### config.mk
export PLATFORM = sky130hd
export DESIGN_NAME = maria_video_out
export DESIGN_NICKNAME = d
export VERILOG_FILES = /design/src/rtl/maria_pkg.sv /design/src/rtl/maria_palette_rom.sv /design/src/rtl/maria_video_out.sv
export SDC_FILE = /design/constraint.sdc
export NUM_CORES = 1
export LEC_CHECK = 0
export BUFFER_PORTS_ARGS = -buffer_cell sky130_fd_sc_hd__buf_2
export CORE_MARGIN = 2
export CORE_UTILIZATION = 55
export DETAILED_ROUTE_END_ITERATION = 8
export PLACE_DENSITY = 0.78
export SETUP_SLACK_MARGIN = 0.15
export SYNTH_ARGS = -nofsm -noshare
export SYNTH_HDL_FRONTEND = slang
export SYNTH_SLANG_ARGS = --single-unit
export TNS_END_PERCENT = 30
### constraint.sdc
create_clock -name clk_sys -period 2.1 [get_ports clk_sys]
set_input_delay 0.105 -clock clk_sys [delete_from_list [all_inputs] [get_ports clk_sys]]
set_output_delay 0.105 -clock clk_sys [all_outputs]
set_load 0.005 [all_outputs]
### src/rtl/maria_pkg.sv
// maria_pkg: shared constants, timing record and palette contents for the Maria video output path.
package maria_pkg;
    localparam int PAL_DEPTH  = 512;
    localparam int PAL_AW     = $clog2(PAL_DEPTH);
    localparam int LINE_CNT_W = 10;
    localparam int PIPE_LAT   = 2;
    localparam logic [LINE_CNT_W-1:0] LINE_MAX = '1;

    typedef struct packed {
        logic hs;
        logic vs;
        logic hb;
        logic vb;
    } timing_t;

    // Lower half NTSC, upper half PAL; luma sets brightness, hue tints each channel.
    function automatic logic [23:0] palette_entry(input logic [PAL_AW-1:0] a);
        logic [7:0] y, off;
        y   = {a[3:0], a[3:0]};
        off = a[8] ? 8'h18 : 8'h00;
        return {y ^ ({a[7:4], 4'h0} + off),
                y ^ ({1'b0, a[7:4], 3'h0} + off),
                y ^ ({2'b0, a[7:4], 2'h0} + off)};
    endfunction
endpackage

### src/rtl/maria_palette_rom.sv
// maria_palette_rom: synchronous 512x24 colour lookup, NTSC half then PAL half.
module maria_palette_rom
    import maria_pkg::*;
(
    input  logic              clk,
    input  logic [PAL_AW-1:0] addr,
    output logic [23:0]       data
);
    always_ff @(posedge clk)
        data <= palette_entry(addr);
endmodule

### src/rtl/maria_video_out.sv
// maria_video_out: captures Maria pixels on mclk0, maps them through the palette and
// emits RGB with aligned timing two clocks later, plus frame line statistics.
module maria_video_out
    import maria_pkg::*;
(
    input  logic                  clk_sys,
    input  logic                  reset_n,
    input  logic                  mclk0,
    input  logic [7:0]            YC,
    input  logic                  hsync,
    input  logic                  vsync,
    input  logic                  hblank,
    input  logic                  vblank,
    input  logic                  PAL,
    output logic                  ce_pix,
    output logic [7:0]            R,
    output logic [7:0]            G,
    output logic [7:0]            B,
    output logic                  hsync_o,
    output logic                  vsync_o,
    output logic                  hblank_o,
    output logic                  vblank_o,
    output logic                  de,
    output logic [LINE_CNT_W-1:0] lines_per_frame,
    output logic                  frame_odd,
    output logic                  timing_stable
);
    timing_t                 s0_t, s1_t;
    logic [7:0]              s0_yc;
    logic                    s0_pal, s0_vld, s1_vld;
    logic [23:0]             rgb;
    logic [LINE_CNT_W-1:0]   line_cnt;
    logic                    hs_rise, vs_rise;

    // Edges are taken against the previous captured sample, so they only exist on mclk0.
    assign hs_rise = hsync & ~s0_t.hs;
    assign vs_rise = vsync & ~s0_t.vs;

    maria_palette_rom u_rom (
        .clk  (clk_sys),
        .addr ({s0_pal, s0_yc}),
        .data (rgb)
    );

    always_ff @(posedge clk_sys) begin
        if (!reset_n) begin
            s0_vld <= 1'b0;
            s0_yc  <= '0;
            s0_pal <= 1'b0;
            s0_t   <= '0;
            s1_vld <= 1'b0;
            s1_t   <= '0;
        end else begin
            s0_vld <= mclk0;
            s1_vld <= s0_vld;
            s1_t   <= s0_t;
            if (mclk0) begin
                s0_yc  <= YC;
                s0_pal <= PAL;
                s0_t   <= '{hs: hsync, vs: vsync, hb: hblank, vb: vblank};
            end
        end
    end

    always_ff @(posedge clk_sys) begin
        if (!reset_n) begin
            ce_pix   <= 1'b0;
            {R, G, B} <= '0;
            hsync_o  <= 1'b0;
            vsync_o  <= 1'b0;
            hblank_o <= 1'b1;
            vblank_o <= 1'b1;
            de       <= 1'b0;
        end else begin
            ce_pix <= s1_vld;
            if (s1_vld) begin
                {R, G, B} <= (s1_t.hb | s1_t.vb) ? 24'h0 : rgb;
                hsync_o   <= s1_t.hs;
                vsync_o   <= s1_t.vs;
                hblank_o  <= s1_t.hb;
                vblank_o  <= s1_t.vb;
                de        <= ~(s1_t.hb | s1_t.vb);
            end
        end
    end

    always_ff @(posedge clk_sys) begin
        if (!reset_n) begin
            line_cnt        <= '0;
            lines_per_frame <= '0;
            frame_odd       <= 1'b0;
            timing_stable   <= 1'b0;
        end else if (mclk0) begin
            if (vs_rise) begin
                lines_per_frame <= line_cnt;
                line_cnt        <= '0;
                frame_odd       <= ~frame_odd;
                timing_stable   <= (line_cnt == lines_per_frame) && (line_cnt != '0);
            end else if (hs_rise && line_cnt != LINE_MAX) begin
                line_cnt <= line_cnt + 1'b1;
            end
        end
    end
endmodule
# After elaboration in Yosys (flattened, before gate mapping)
# Cells that the tools add are included.
# Widths: inputs -> output; s select.
[totals]
out_inout_bits = 42
inputBits = 16
elab_cells = 52
register_bits = 95
[classes]
n_reduce_logical = 6
n_mux = 4
addsub = 4
eq_ne = 2
n_bitwise = 10
[ops]
columns = ["operator", "count"]
rows = [
  ["$mux 24", 1],
  ["$xor 8x8->8", 3],
  ["$mux 10", 2],
  ["$add 10x1->10 const B", 1],
  ["$eq 10x10->1", 1],
  ["$ne 10x10->1 const B", 1],
  ["$reduce_bool 10->1", 1],
  ["$add 6x8->8", 1],
  ["$add 7x8->8", 1],
  ["$add 8x8->8", 1],
  ["$mux 5", 1],
  ["$not 1->1", 4],
  ["$reduce_and 2->1", 2],
  ["$and 1x1->1", 2],
  ["$logic_and 1x1->1", 2],
  ["$reduce_bool 2->1", 1],
  ["$or 1x1->1", 1],
]

# Logic depth before layout (Yosys ltp)
[depth]
ltp_word = 5
ltp_mapped = 6
ltp_nobuf = 6

# Modules after synthesis
# A second synthesis with hierarchy kept.
[hier_totals]
cells_unflattened = 384
area_unflattened_um2 = 3766.1
[by_module_without_submodules]
columns = ["module", "instances", "cells_each", "area_per_inst_um2"]
rows = [
  ["maria_video_out", 1, 322, 3014.1],
  ["maria_palette_rom", 1, 62, 752.0],
]

# Least setup slack after synthesis
# No wires, ideal clock.
[synth_timing]
kind = "flip-flop to flip-flop"
start = "reg line_cnt[0]"
end = "reg line_cnt[5]"
required_ns = 1.981
n_path_buf = 1
period_less_slack_ns = 1.642
path_slack_ns = 0.458
t_arrival_ns = 1.524
stages_incl_launch_ff = 7
cell_sequence = "dfxtp_1 -> ha_1 -> nand3_2 -> o31ai_4 -> buf_6 -> nor4_1 -> o221a_1"
[synth_via]
elab_chain_cells = 4
[synth_rtl]
columns = ["element", "line", "source"]
rows = [
  ["start, declared", "maria_video_out.sv:32", "logic [LINE_CNT_W-1:0] line_cnt;"],
  ["start signal, assigned", "maria_video_out.sv:100", "line_cnt <= line_cnt + 1'b1;"],
  ["branches (longest 4 deep; another with $add 10x1->10)", "-", ""],
]
# Parallel ways; which one is timed is not known. The select of a mux whose other input is x is not followed.
# A chain may end at the register's enable or synchronous reset.

# Worst setup path after layout
[layout_timing]
start = "reg line_cnt[1]"
end = "reg line_cnt[3]"
# Same word-level chain as after synthesis.

==> summary.txt <==
Timing
  – Max Freq: between 500 and 600 MHz
  – Worst Setup Slack, final: about 0.29 ns
  – Final Slew Violations: 0
  – Final setup violation count: 0
  – Setup_tns: 0 ns
  – Worst Skew: ~0.0054 ns
  – Fin crit share: a little under nine tenths
  – Measured slew at the worst slew-check pin: roughly 0.55 ns
  – Final hold vios: 0
  – Final Hold Slack: roughly 0.021 ns
  – Fin crit period: roughly 1.8 ns
  – Rel. slew slack: between 60 and 70%
  – Unrepaired setup endpoints after global routing: no

Layout
  – Area growth, synth to finish: 16.06%
  – Post-route design area: ~0.0040 mm²
  – Layout Utilization: around 66%
  – Post-route insts no fill: 480
  – Share of layout cells above drive strength 1: between 20% and 30%
  – Antenna cells: 0
  – Fin nets: 424

Critical path
  – CP max stage cell: dfxtp_1
  – Crit start category: flip-flop
  – Reg2Reg Depth: 5
  – Crit Path Class: reg2reg
  – Crit path buf inv count: 0
  – Worst-path cell chain: ha_1 > nand3_2 > o31ai_4 > and2_1 > o221a_1
  – CP Depth: 5
  – FF-to-FF Start: line_cnt[1]$_SDFFE_PN0P_
  – Worst Path Required: 2.39 ns
  – Critical Path Fanout Max: 7
  – Critical path's largest stage delay: 0.49 ns
  – Top delay family on crit path: compound AO/OA/AOI/OAI gates
  – Crit path from: line_cnt[1]$_SDFFE_PN0P_
  – Crit. End Element: flip-flop
  – CP arrival: roughly 2.1 ns

Power
  – Clock share of power: a little under two fifths
  – P_sw: around 0.76 mW
  – Total power: 3.149 mW
  – Sequential share of power: roughly 55%
  – Sw Share: 23.98%
  – Leakage: 1.712 nW
  – Internal power: roughly 2.4 mW
  – Gate power share: under 10%
  – Pwr dens: about 800 mW/mm²
  – Peak VDD IR: roughly 0.0005 V

Yosys
  – Syn avg cell area: around 9.8 µm²
  – Post-Syn Area: between 0.003 and 0.004 mm²
  – Mux contribution to synthesized area: ~5%
  – Post-Synth Adder-Cell Area: 3.381%
  – Synth Area in Compound Gates: 11.28%
  – Syn nets: 373
  – Post-synth ARST share: 0%
  – Main synth FF type: dfxtp_1
  – Largest family of logic cells by synthesized area: simple AND/OR/NAND/NOR gates
  – Seq/Total Area, Yosys: approximately half
  – Simple-Gate Fraction of Synth Area: between 10% and 20%
  – Mapped Cells: about 350
  – Number of synthesized flops with an enable pin: 0
  – Yosys reg bits: between 80 and 90
  – Ys Warns: 0
  – Distinct cells, synth: 40
  – Synth Area in XOR/XNOR: 7.718%

Clocking
  – Clock Sinks: 85
  – Clk slew on worst S/H paths: around 0.080 ns
  – Worst skew pair latency: 0.35 ns
  – CTS tree: yes
  – Clock Path Buffers: 2
  – H-tree levels: 3
  – Clk root buf: clkbuf_8
  – Cts bufs inserted: 9

Floorplan
  – Initial Util: 57.16%
  – Die Y: just over 80 µm
  – Ports: a little under 60
  – Num rows: 28
  – Core area: 0.005956 mm²
  – Die area: 0.006835 mm²
  – Width of the chip: 82.68 µm

Place
  – Placed insts: around 450
  – RePlAce Congestion: ~0.9
  – Post-DP HPWL: around 4600 µm
  – Port buffer count: 57
  – Placed Area: ~0.0036 mm²
  – Place WS: roughly 0.25 ns

Min path
  – Hold depth: 3
  – Hold_sp: YC[7]
  – HP Class: in2reg

Global route
  – Overflow after GRT: 0
  – First-pass GRT wire length: approximately 11000 µm
  – GRT Total Usage: 21.99%
  – Largest net degree at the start of global routing: 29
  – Antenna violations before repair: 0
  – Vias in the first global route: roughly 2400

Routing
  – Post-route DRC: 0
  – ANT nets after route: 0
  – Router iterations before antenna repair: 4
  – Via density: roughly 5.4
  – DR iter-0 viols: approximately 190
  – Final wirelength: 6963 µm
  – WL/cell: around 15 µm
  – Via Count: roughly 2600

Run
  – Max Cap Viol: 0

Status
  – Status: completed
==> power groups by stage <==
stage / combinational, mW / sequential (mW) / clock, mW
after global routing: 0.274 / 1.75 / 1.24
after floorplan: 0.177 / 1.76 / 0
after global placement: 0.224 / 1.78 / 0
after CTS: 0.244 / 1.74 / 1.17
final: 0.244 / 1.74 / 1.16
after detailed placement: 0.229 / 1.78 / 0
==> synth_stat cells (all sizes together) (7+ instances only) <==
cell type | number | share of area [%]
xor2 | 14 | 3.6
dfxtp | 85 | 50
mux2i | 17 | 5.0
clkbuf | 14 | 1.5
and2 | 8 | 1.5
xnor2 | 16 | 4.1
inv | 7 | 0.77
nand3 | 8 | 1.5
a21oi | 14 | 2.1
buf | 20 | 4.1
nor2 | 39 | 4.3
a22oi | 20 | 4.4
nand2 | 33 | 3.6
==> tightest hold or removal path: cells and delay by family <==
family | cells | cell delay [ns]
mux | 1 | 0.05
buf+inv | 1 | 0.08
simple gates | 1 | 0.09
==> final timing paths <==
kind / endpoint / slack (ns)
worst min register to register: u_rom.data[17]$_DFF_P_ / 0.45
worst max-delay path: line_cnt[3]$_SDFFE_PN0P_ / 0.29
worst max register to register: line_cnt[3]$_SDFFE_PN0P_ / 0.29
worst min-delay path: s0_yc[7]$_SDFFE_PN0P_ / 0.02
==> placed cells by master (no fill, tap or decap), types with 2 or more instances in the layout <==
| cell type | n |
|---|---|
| fa_1 | 2 |
| inv_2 | 2 |
| mux2i_1 | 17 |
| inv_1 | 5 |
| nand4_1 | 3 |
| nand3_1 | 6 |
| nor2_1 | 39 |
| nor2b_1 | 3 |
| o221a_1 | 6 |
| buf_4 | 7 |
| nand3_2 | 2 |
| nand2_1 | 33 |
| xnor2_1 | 16 |
| a22oi_1 | 20 |
| and2_1 | 8 |
| buf_2 | 57 |
| clkinvlp_4 | 2 |
| or3_1 | 2 |
| a21oi_1 | 14 |
| dfxtp_1 | 84 |
| clkbuf_8 | 10 |
| nor3_1 | 5 |
| nor3b_1 | 2 |
| nor4_1 | 5 |
| dlygate4sd3_1 | 10 |
| o21ai_0 | 5 |
| ha_1 | 6 |
| and3_1 | 2 |
| xor2_1 | 14 |
==> registers in the layout (all words and copies together), names as in the netlist <==
register / count
u_rom.data: 19
line_cnt: 10
lines_per_frame: 10
R: 8
s0_yc: 8
B: 6
G: 5
s0_t: 4
s1_t: 4
ce_pix: 1
de: 1
frame_odd: 1
hblank_o: 1
hsync_o: 1
s0_pal: 1
s0_vld: 1
s1_vld: 1
timing_stable: 1
vblank_o: 1
vsync_o: 1
==> what timing repair did <==
action,in CTS,in global routing
hold endpoints to repair,10,0
setup endpoints to repair,0,6
gates resized for setup,0,1
hold buffers,10,0
buffers inserted,0,0
==> cell families (layout without fill, tap and decap cells) <==
logic type      after synthesis  in the layout
flops                        85             85
compound gates               52             52
fa+ha+maj                     8              8
buf+inv                      41             97
xor+xnor                     30             30
mux                          17             17
simple gates                116            116
==> cell type report <==
class | count | area [µm²]
inverter | 7 | 26.28
timing repair buffer | 74 | 437.9
fill | 477 | 2004
tap | 75 | 93.84
multi-input combinational | 223 | 1490
sequential | 85 | 1703
clock inverter | 5 | 58.81
clock buffer | 11 | 141.4
==> layer usage <==
metal	track usage, %	share of wire [%]	vias to the layer above
met5	0	0	-
met4	7.049	1.3	0
met3	6.196	3.9	9
met2	36.53	48	53
met1	27.66	47	1243
li1	-	-	1273
Power figures use the tool's default switching activity.
